File: config.mk
export PLATFORM = sky130hd
export DESIGN_NAME = keypad_matrix_scanner
export DESIGN_NICKNAME = d
export VERILOG_FILES = /design/src/rtl/keypad_matrix_scanner.sv
export SDC_FILE = /design/constraint.sdc
export NUM_CORES = 1
export LEC_CHECK = 0
export CORE_MARGIN = 1
export CORE_UTILIZATION = 40
export DETAILED_ROUTE_END_ITERATION = 8
export GPL_ROUTABILITY_DRIVEN = 0
export PLACE_DENSITY = 0.71
export SYNTH_ARGS = -nofsm -noshare
export SYNTH_HDL_FRONTEND = slang
export SYNTH_SLANG_ARGS = --single-unit
File: constraint.sdc
create_clock -name CLK -period 1.9 [get_ports CLK]
set_input_delay 0.38 -clock CLK [delete_from_list [all_inputs] [get_ports CLK]]
set_output_delay 0.38 -clock CLK [all_outputs]
set_load 0.03 [all_outputs]
File: src/rtl/keypad_matrix_scanner.sv
// Row/column keypad scanner with press/release debounce and a valid/ready key output.
// Optional auto-repeat is enabled by defining KEYPAD_REPEAT_EN.
module keypad_matrix_scanner #(
    parameter int N_ROWS        = 4,
    parameter int N_COLS        = 4,
    parameter int SCAN_DIV      = 4,
    parameter int DEBOUNCE_CYC  = 8,
    parameter int REPEAT_DELAY  = 1000,
    parameter int REPEAT_PERIOD = 250,
    localparam int CODE_W       = $clog2(N_ROWS * N_COLS)
) (
    input  logic              CLK,
    input  logic              RESET,
    input  logic              scan_en,
    input  logic [N_ROWS-1:0] row_in,
    output logic [N_COLS-1:0] col_drive,
    output logic [CODE_W-1:0] key_code,
    output logic              key_valid,
    input  logic              key_ready,
    output logic              key_down,
    output logic              key_repeat,
    output logic              overrun,
    input  logic              overrun_clr
);
    localparam int ROW_W = $clog2(N_ROWS);
    localparam int COL_W = $clog2(N_COLS);
    localparam int DIV_W = $clog2(SCAN_DIV);
    localparam int DB_W  = $clog2(DEBOUNCE_CYC + 1);
    localparam logic [DIV_W-1:0] DIV_LAST = DIV_W'(SCAN_DIV - 1);
    localparam logic [DB_W-1:0]  DB_LAST  = DB_W'(DEBOUNCE_CYC - 1);
    localparam logic [COL_W-1:0] COL_LAST = COL_W'(N_COLS - 1);

    typedef enum logic [1:0] {ST_SCAN, ST_PRESS_DB, ST_HELD} state_t;

    state_t             r_state, w_state_nxt;
    logic [N_ROWS-1:0]  r_rs_meta, r_rs;
    logic [COL_W-1:0]   r_col, w_col_nxt, w_col_inc;
    logic [ROW_W-1:0]   r_row, w_row_nxt, w_hit_row;
    logic [DIV_W-1:0]   r_div, w_div_nxt;
    logic [DB_W-1:0]    r_db, w_db_nxt;
    logic               r_en;
    logic [CODE_W-1:0]  r_key_code, w_code;
    logic               r_key_valid, r_overrun;
    logic               w_hit, w_sel, w_event, w_event_rep, w_any_evt, w_load;

`ifdef KEYPAD_REPEAT_EN
    localparam int REP_MAX = (REPEAT_DELAY > REPEAT_PERIOD) ? REPEAT_DELAY : REPEAT_PERIOD;
    localparam int REP_W   = $clog2(REP_MAX + 1);
    localparam logic [REP_W-1:0] REP_DLY_LAST = REP_W'(REPEAT_DELAY - 1);
    localparam logic [REP_W-1:0] REP_PER_LAST = REP_W'(REPEAT_PERIOD - 1);
    logic [REP_W-1:0] r_rep, w_rep_nxt;
    logic             r_rep_first, w_rep_first_nxt;
    logic             r_key_repeat;
`else
    logic w_unused_rep;
    assign w_unused_rep = (REPEAT_DELAY > 0) ^ (REPEAT_PERIOD > 0);
`endif

    // Lowest active row wins when several rows are high on the sampled column.
    always_comb begin
        w_hit     = 1'b0;
        w_hit_row = '0;
        for (int unsigned i = 0; i < N_ROWS; i++) begin
            if (r_rs[i] && !w_hit) begin
                w_hit     = 1'b1;
                w_hit_row = ROW_W'(i);
            end
        end
    end

    assign w_sel     = r_rs[r_row];
    assign w_col_inc = (r_col == COL_LAST) ? '0 : r_col + COL_W'(1);
    assign w_code    = CODE_W'(r_row) * CODE_W'(N_COLS) + CODE_W'(r_col);

    always_comb begin
        w_state_nxt = r_state;
        w_col_nxt   = r_col;
        w_row_nxt   = r_row;
        w_div_nxt   = r_div;
        w_db_nxt    = r_db;
        w_event     = 1'b0;
        w_event_rep = 1'b0;
`ifdef KEYPAD_REPEAT_EN
        w_rep_nxt       = r_rep;
        w_rep_first_nxt = r_rep_first;
`endif
        // r_en gates the first enabled cycle so column 0 still gets a full dwell.
        if (!scan_en || !r_en) begin
            w_state_nxt = ST_SCAN;
            w_col_nxt   = '0;
            w_div_nxt   = '0;
            w_db_nxt    = '0;
`ifdef KEYPAD_REPEAT_EN
            w_rep_nxt       = '0;
            w_rep_first_nxt = 1'b1;
`endif
        end else begin
            case (r_state)
                ST_SCAN: begin
                    if (r_div == DIV_LAST) begin
                        w_div_nxt = '0;
                        if (w_hit) begin
                            w_state_nxt = ST_PRESS_DB;
                            w_row_nxt   = w_hit_row;
                            w_db_nxt    = '0;
                        end else begin
                            w_col_nxt = w_col_inc;
                        end
                    end else begin
                        w_div_nxt = r_div + DIV_W'(1);
                    end
                end
                ST_PRESS_DB: begin
                    if (!w_sel) begin
                        w_state_nxt = ST_SCAN;
                        w_div_nxt   = '0;
                        w_db_nxt    = '0;
                    end else if (r_db == DB_LAST) begin
                        w_event     = 1'b1;
                        w_state_nxt = ST_HELD;
                        w_db_nxt    = '0;
`ifdef KEYPAD_REPEAT_EN
                        w_rep_nxt       = '0;
                        w_rep_first_nxt = 1'b1;
`endif
                    end else begin
                        w_db_nxt = r_db + DB_W'(1);
                    end
                end
                ST_HELD: begin
                    if (w_sel) begin
                        w_db_nxt = '0;
                    end else if (r_db == DB_LAST) begin
                        w_state_nxt = ST_SCAN;
                        w_col_nxt   = w_col_inc;
                        w_div_nxt   = '0;
                        w_db_nxt    = '0;
                    end else begin
                        w_db_nxt = r_db + DB_W'(1);
                    end
`ifdef KEYPAD_REPEAT_EN
                    // Repeat timing freezes during release debounce and restarts on a re-press.
                    if (w_sel) begin
                        if (r_db != '0) begin
                            w_rep_nxt       = '0;
                            w_rep_first_nxt = 1'b1;
                        end else if (r_rep == (r_rep_first ? REP_DLY_LAST : REP_PER_LAST)) begin
                            w_event_rep     = 1'b1;
                            w_rep_nxt       = '0;
                            w_rep_first_nxt = 1'b0;
                        end else begin
                            w_rep_nxt = r_rep + REP_W'(1);
                        end
                    end
`endif
                end
                default: w_state_nxt = ST_SCAN;
            endcase
        end
    end

    assign w_any_evt = w_event | w_event_rep;
    assign w_load    = w_any_evt & (~r_key_valid | key_ready);

    always_ff @(posedge CLK) begin
        if (RESET) begin
            r_rs_meta   <= '0;
            r_rs        <= '0;
            r_state     <= ST_SCAN;
            r_col       <= '0;
            r_row       <= '0;
            r_div       <= '0;
            r_db        <= '0;
            r_en        <= 1'b1;
            r_key_code  <= '0;
            r_key_valid <= 1'b0;
            r_overrun   <= 1'b0;
        end else begin
            r_rs_meta <= row_in;
            r_rs      <= r_rs_meta;
            r_state   <= w_state_nxt;
            r_col     <= w_col_nxt;
            r_row     <= w_row_nxt;
            r_div     <= w_div_nxt;
            r_db      <= w_db_nxt;
            r_en      <= scan_en;
            if (w_load) begin
                r_key_code  <= w_code;
                r_key_valid <= 1'b1;
            end else if (r_key_valid && key_ready) begin
                r_key_valid <= 1'b0;
            end
            if (w_any_evt && !w_load) begin
                r_overrun <= 1'b1;
            end else if (overrun_clr) begin
                r_overrun <= 1'b0;
            end
        end
    end

`ifdef KEYPAD_REPEAT_EN
    always_ff @(posedge CLK) begin
        if (RESET) begin
            r_rep        <= '0;
            r_rep_first  <= 1'b1;
            r_key_repeat <= 1'b0;
        end else begin
            r_rep       <= w_rep_nxt;
            r_rep_first <= w_rep_first_nxt;
            if (w_load) begin
                r_key_repeat <= w_event_rep;
            end
        end
    end
    assign key_repeat = r_key_repeat;
`else
    assign key_repeat = 1'b0;
`endif

    assign col_drive = r_en ? ({{(N_COLS-1){1'b0}}, 1'b1} << r_col) : '0;
    assign key_code  = r_key_code;
    assign key_valid = r_key_valid;
    assign key_down  = (r_state == ST_HELD);
    assign overrun   = r_overrun;

endmodule

== Word-level counts from Yosys, hierarchy flattened ==
Index checks and enable logic that the tools add are counted.
W data, S select, Z words.
Storage, ports and cells
  memory bits (writable): 0
  bits in latches: 0
  output and inout port bits: 12
  memories: 0
  bits of input ports: 9
  register bits after elaboration: 27
  memory bits (read-only): 0
Operators by class
  $mul: 0
  divide/modulo/power cells: 0
  bitwise operators: 4
  multiplexer cells: 40
  reduce and logical (&&, ||, !) cells: 23
  $lt $le $gt $ge: 1
  add/subtract/negate cells: 4
  equal/unequal tests: 12
  shift-type cells: 1
Operator list (count)
  $mux W2: 15
  $mux W4: 6
  $mux W1: 14
  $pmux W2 S3: 2
  $pmux W4 S3: 1
  $ne A2 B2 Y1 const B: 5
  $reduce_and A5 Y1: 2
  $reduce_and A4 Y1: 2
  $eq A2 B2 Y1 const B: 3
  $logic_not A1 Y1: 6
  $reduce_bool A2 Y1: 3
  $logic_and A1 B1 Y1: 5
  $add A2 B1 Y2 const B: 2
  $add A4 B1 Y4 const B: 1
  $add A4 B2 Y4: 1
  $eq A4 B3 Y1 const B: 1
  $pmux W2 S2: 1
  $shl A1 B2 Y4 const A: 1
  $lt A2 B3 Y1 const B: 1
  $ne A3 B3 Y1 const B: 1
  $reduce_and A3 Y1: 1
  $reduce_bool A3 Y1: 1
  $bmux W1 S2: 1
  $eq A2 B1 Y1 const B: 1
  7 further kinds: 8

== Depth between registers and ports, before layout ==
  depth after elaboration: 13
  mapped depth: 7
  mapped depth without buffers: 7

== Worst setup path before layout ==
No wires, ideal clock.
  path type: reg2reg
  from: register r_row[0]
  to: register r_div[0]
  buffers on the path: 0
  setup time: 0.074 ns
  cell stages (with the launch flop): 6
  data arrival time: 1.649 ns
  clock period less this slack: 1.724 ns
  slack: 0.176 ns
  path through: dfxtp_1 > mux4_2 > nor3_2 > a21oi_1 > or4_1 > a21oi_1
On the way
  word-level cells in the longest chain between the ends: 4
Ends and longest elaborated chain
  start, declared: line 38  | logic [ROW_W-1:0] r_row, w_row_nxt, w_hit_row;
  start signal, assigned: line 183  | r_row <= w_row_nxt;
  $bmux W1 S2 (*): line 71  | assign w_sel = r_rs[r_row];
  $mux W1 (implied by the code) (*): line 71
  $ne A2 B2 Y1 (no line)
  $reduce_and A4 Y1 (no line) (*)
  end signal, assigned: line 184  | r_div <= w_div_nxt;
  end, declared: line 39  | logic [DIV_W-1:0] r_div, w_div_nxt;
Mark *: on every way between the ends. The rest lies on a longest branch, timed or not. The select of a mux whose other input is x is not followed.
A chain may end at the register's enable or synchronous reset.

== Final worst setup path ==
  from: register r_row[0]
  to: register r_col[0]
On the way
  word-level cells in the longest chain between the ends: 4
Ends and longest elaborated chain
  $bmux W1 S2: line 71
  $mux W1 (implied by the code): line 71
  $ne A2 B2 Y1 (no line)
  $reduce_and A5 Y1 (no line)
  end signal, assigned: line 182  | r_col <= w_col_nxt;
  end, declared: line 37  | logic [COL_W-1:0] r_col, w_col_nxt, w_col_inc;
No other way between the ends. The select of a mux whose other input is x is not followed.

==> run metrics <==
status=completed; GRT overflow=0; hold buffers post-CTS=0; Critical Path Max Stage Delay=0.58 ns; clock-pin slew on the worst setup and hold paths=0.14 ns; Final Skew=0.007045 ns; via count=1021; combinational cell fraction of total power=6.5%; Crit. Startpoint=r_row[0]; Ant. Diodes=0; Syn Area/Cell=9.293 µm²; hold path startpoint=r_rs_meta[0]; core area=3053 µm²; initial antenna violation count=0; I/O pins=21; layout cells sized above 1=15.85%; Yosys cell types=31; GR Layer Usage met1=19.03%; Syn. warnings=0; type of origin of the critical path=flip-flop; Area Overhead vs Synth=23.51%; DP Wirelength=1752 µm; max-slew violations=0; die height=58.63 µm; nets=185; vias in the first global route=997; Worst EP required=2.14 ns; Power, Total=0.8835 mW; worst hold margin=0.4547 ns; Post-Syn Area=1282 µm²; Sw Share=22.26%; Arrival @ worst endpoint=2.12 ns; Die Span X=58.63 µm; met3 Use GR=2.198%; Non-Filler Instances=208; Clk Latency, worst-skew pair=0.32 ns; Final WS setup=0.02901 ns; slowest cell on the critical path=mux4_2; cell total after placement=203; cell taking the most area after synthesis=dfxtp_1; total track usage=15.56%; fin crit period=1.871 ns; Hold WC Path Type=reg2reg; EDFF count, synth=0; hold path depth=1; FF-to-FF path depth=6; met2 Resource Use GR=27.59%; first-pass GRT wire length=4119 µm; Residual DRC=0; synthesized flop and latch total=27; Setup WS pre-CTS=0.03130 ns; area fraction of the dominant cell type after synthesis=42.15%; pwr dens=557.8 nW/µm²; crit path capture type=flip-flop; Hold Violations, Final=0; Root Driver=clkbuf_4; Lkg Pwr=0.6260 nW; reg-to-reg setup timing slack=0.03 ns; final setup violation count=0; Worst VDD drop=0.0003987 V; die area=3437 µm²; Clock power frac=27.4%; DRT iter0 DRCs=34; Crit Path Max Fanout=5; achievable frequency=534.5 MHz; top cells by area, synth=dfxtp_1 42%, ha_1 11%, mux2i_1 7.0%; clock tree buffer depth=2; critical path class=reg2reg; Pre-antenna DRT Iters=4; Detailed Route WL=2312 µm; Initial Util=42.01%; fraction of registers with async set/reset=0%; Flop pwr share=66.2%; Critical Path Most Common Cell=o21ai_2; Seq/Total Area, Yosys=42.15%; most frequent cells after synthesis=27 x dfxtp_1, 14 x nor2_1, 11 x ha_1; worst r2r src=r_row[0]; Net Count, Synth=158; worst-path cell chain=mux4_2, buf_4, o21ai_2, o21ai_2, or3_1, a21oi_1; Gate Count Post-Synth=138; FP Rows=20; H-tree Lvls=1; reg-to-reg endpoint=r_col[0]; Top Usage Layer GRT=met2; port bufs=19; max_cap viols=0; WHS Endpoint=r_rs[0]; count leader, synth=dfxtp_1; Net Switching=0.1966 mW; largest net degree at the start of global routing=18; internal power=0.6869 mW; routed len/inst=11.12 µm; routed vias/inst=4.909; antenna viol nets, final=0; clk sinks=27; CTS buffer count=3; fin crit share=98.47%; Main synth FF type=dfxtp_1; setup repair after global routing missed its margin=yes; CTS tree=done
[critical path: cells and delay by family, from the launching register on]
family                 cells  cell delay, ns
flip-flops                 1            0.38
buffers and inverters      1            0.17
AND/OR/NAND/NOR            1            0.32
multiplexers               1            0.58
AO/OA/AOI/OAI              3            0.36
[through the flow]
step	instance area (µm²)	TNS (ns)	utilization, %
finish	1584	0	51.89
global route	1584	-0.03309	51.89
CTS	1570	0	51.43
detailed placement	1546	0	50.66
global placement	1546	0	50.66
floorplan	1282	0	-
[metal layers]
layer  vias up  wire length (µm)  share of wire (%)
li1        526                 -                  -
met1       464              1098                 47
met2        27              1113                 48
met3         4                66                2.9
met4         0                34                1.5
met5         -                 0                  0
[power by group through the flow]
stage / Sequential (mW) / Clock [mW] / Combinational [mW]
global route: 0.587 / 0.266 / 0.0640
detailed placement: 0.597 / 0 / 0.0562
finish: 0.585 / 0.242 / 0.0570
global placement: 0.596 / 0 / 0.0545
floorplan: 0.595 / 0 / 0.0307
CTS: 0.585 / 0.248 / 0.0559
[cell type report]
cell class | instances | area (µm²)
clock inverters | 1 | 5.005
inverters | 6 | 22.52
well taps | 44 | 55.05
fillers | 299 | 1469
repair buffers | 24 | 210.2
flip-flops and latches | 27 | 545.5
multi-input cells | 103 | 723.2
clock buffers | 3 | 22.52
[cell families after synthesis]
logic type	count (synthesis)	synth area share (%)
AOI/OAI and AO/OA	18	8.684
adders and majority gates	11	10.73
buffers and inverters	8	2.634
DFF	27	42.15
muxes	10	8.781
other	1	0.2924
and+or+nand+nor	63	26.73
[layout by cell type, fill, tap and decap left out, types with 3 or more instances in the layout]
master / instances
clkbuf_2: 3
buf_4: 5
a31oi_1: 3
a21oi_1: 8
and2_1: 4
nand3b_1: 3
nand3_1: 7
dfxtp_1: 23
ha_1: 10
nor2_1: 14
dfxtp_2: 4
nand2b_1: 4
clkdlybuf4s50_1: 14
mux2i_1: 9
inv_1: 6
clkbuf_4: 3
nand2_1: 9
nor2b_1: 9
[repair_timing]
| action | CTS | global route |
|---|---|---|
| buffers inserted | 0 | 1 |
| resized for setup | 7 | 13 |
| pin swaps | 0 | 3 |
| endpoints found under the setup margin | 6 | 11 |
[registers in the layout, indices dropped and copies added, names as in the netlist]
signal and flops:
r_col 2, r_state 2, key_valid 1, r_rs 4
r_db 4, r_div 2, r_en 1, r_rs_meta 4
overrun 1, r_row 2, key_code 4
[worst max-delay path by stage]
stage / endpoint / slack (ns) / depth (start not counted)
after floorplan: r_div[0] / 0.18 / 5
after global placement: key_code[2] / 0.06 / 6
after detailed placement: key_code[3] / 0.03 / 6
after CTS: col_drive[0] / 0.02 / 4
after global routing: r_col[0] / -0.03 / 6
final: r_col[0] / 0.03 / 6
Power figures use the tool's default switching activity.
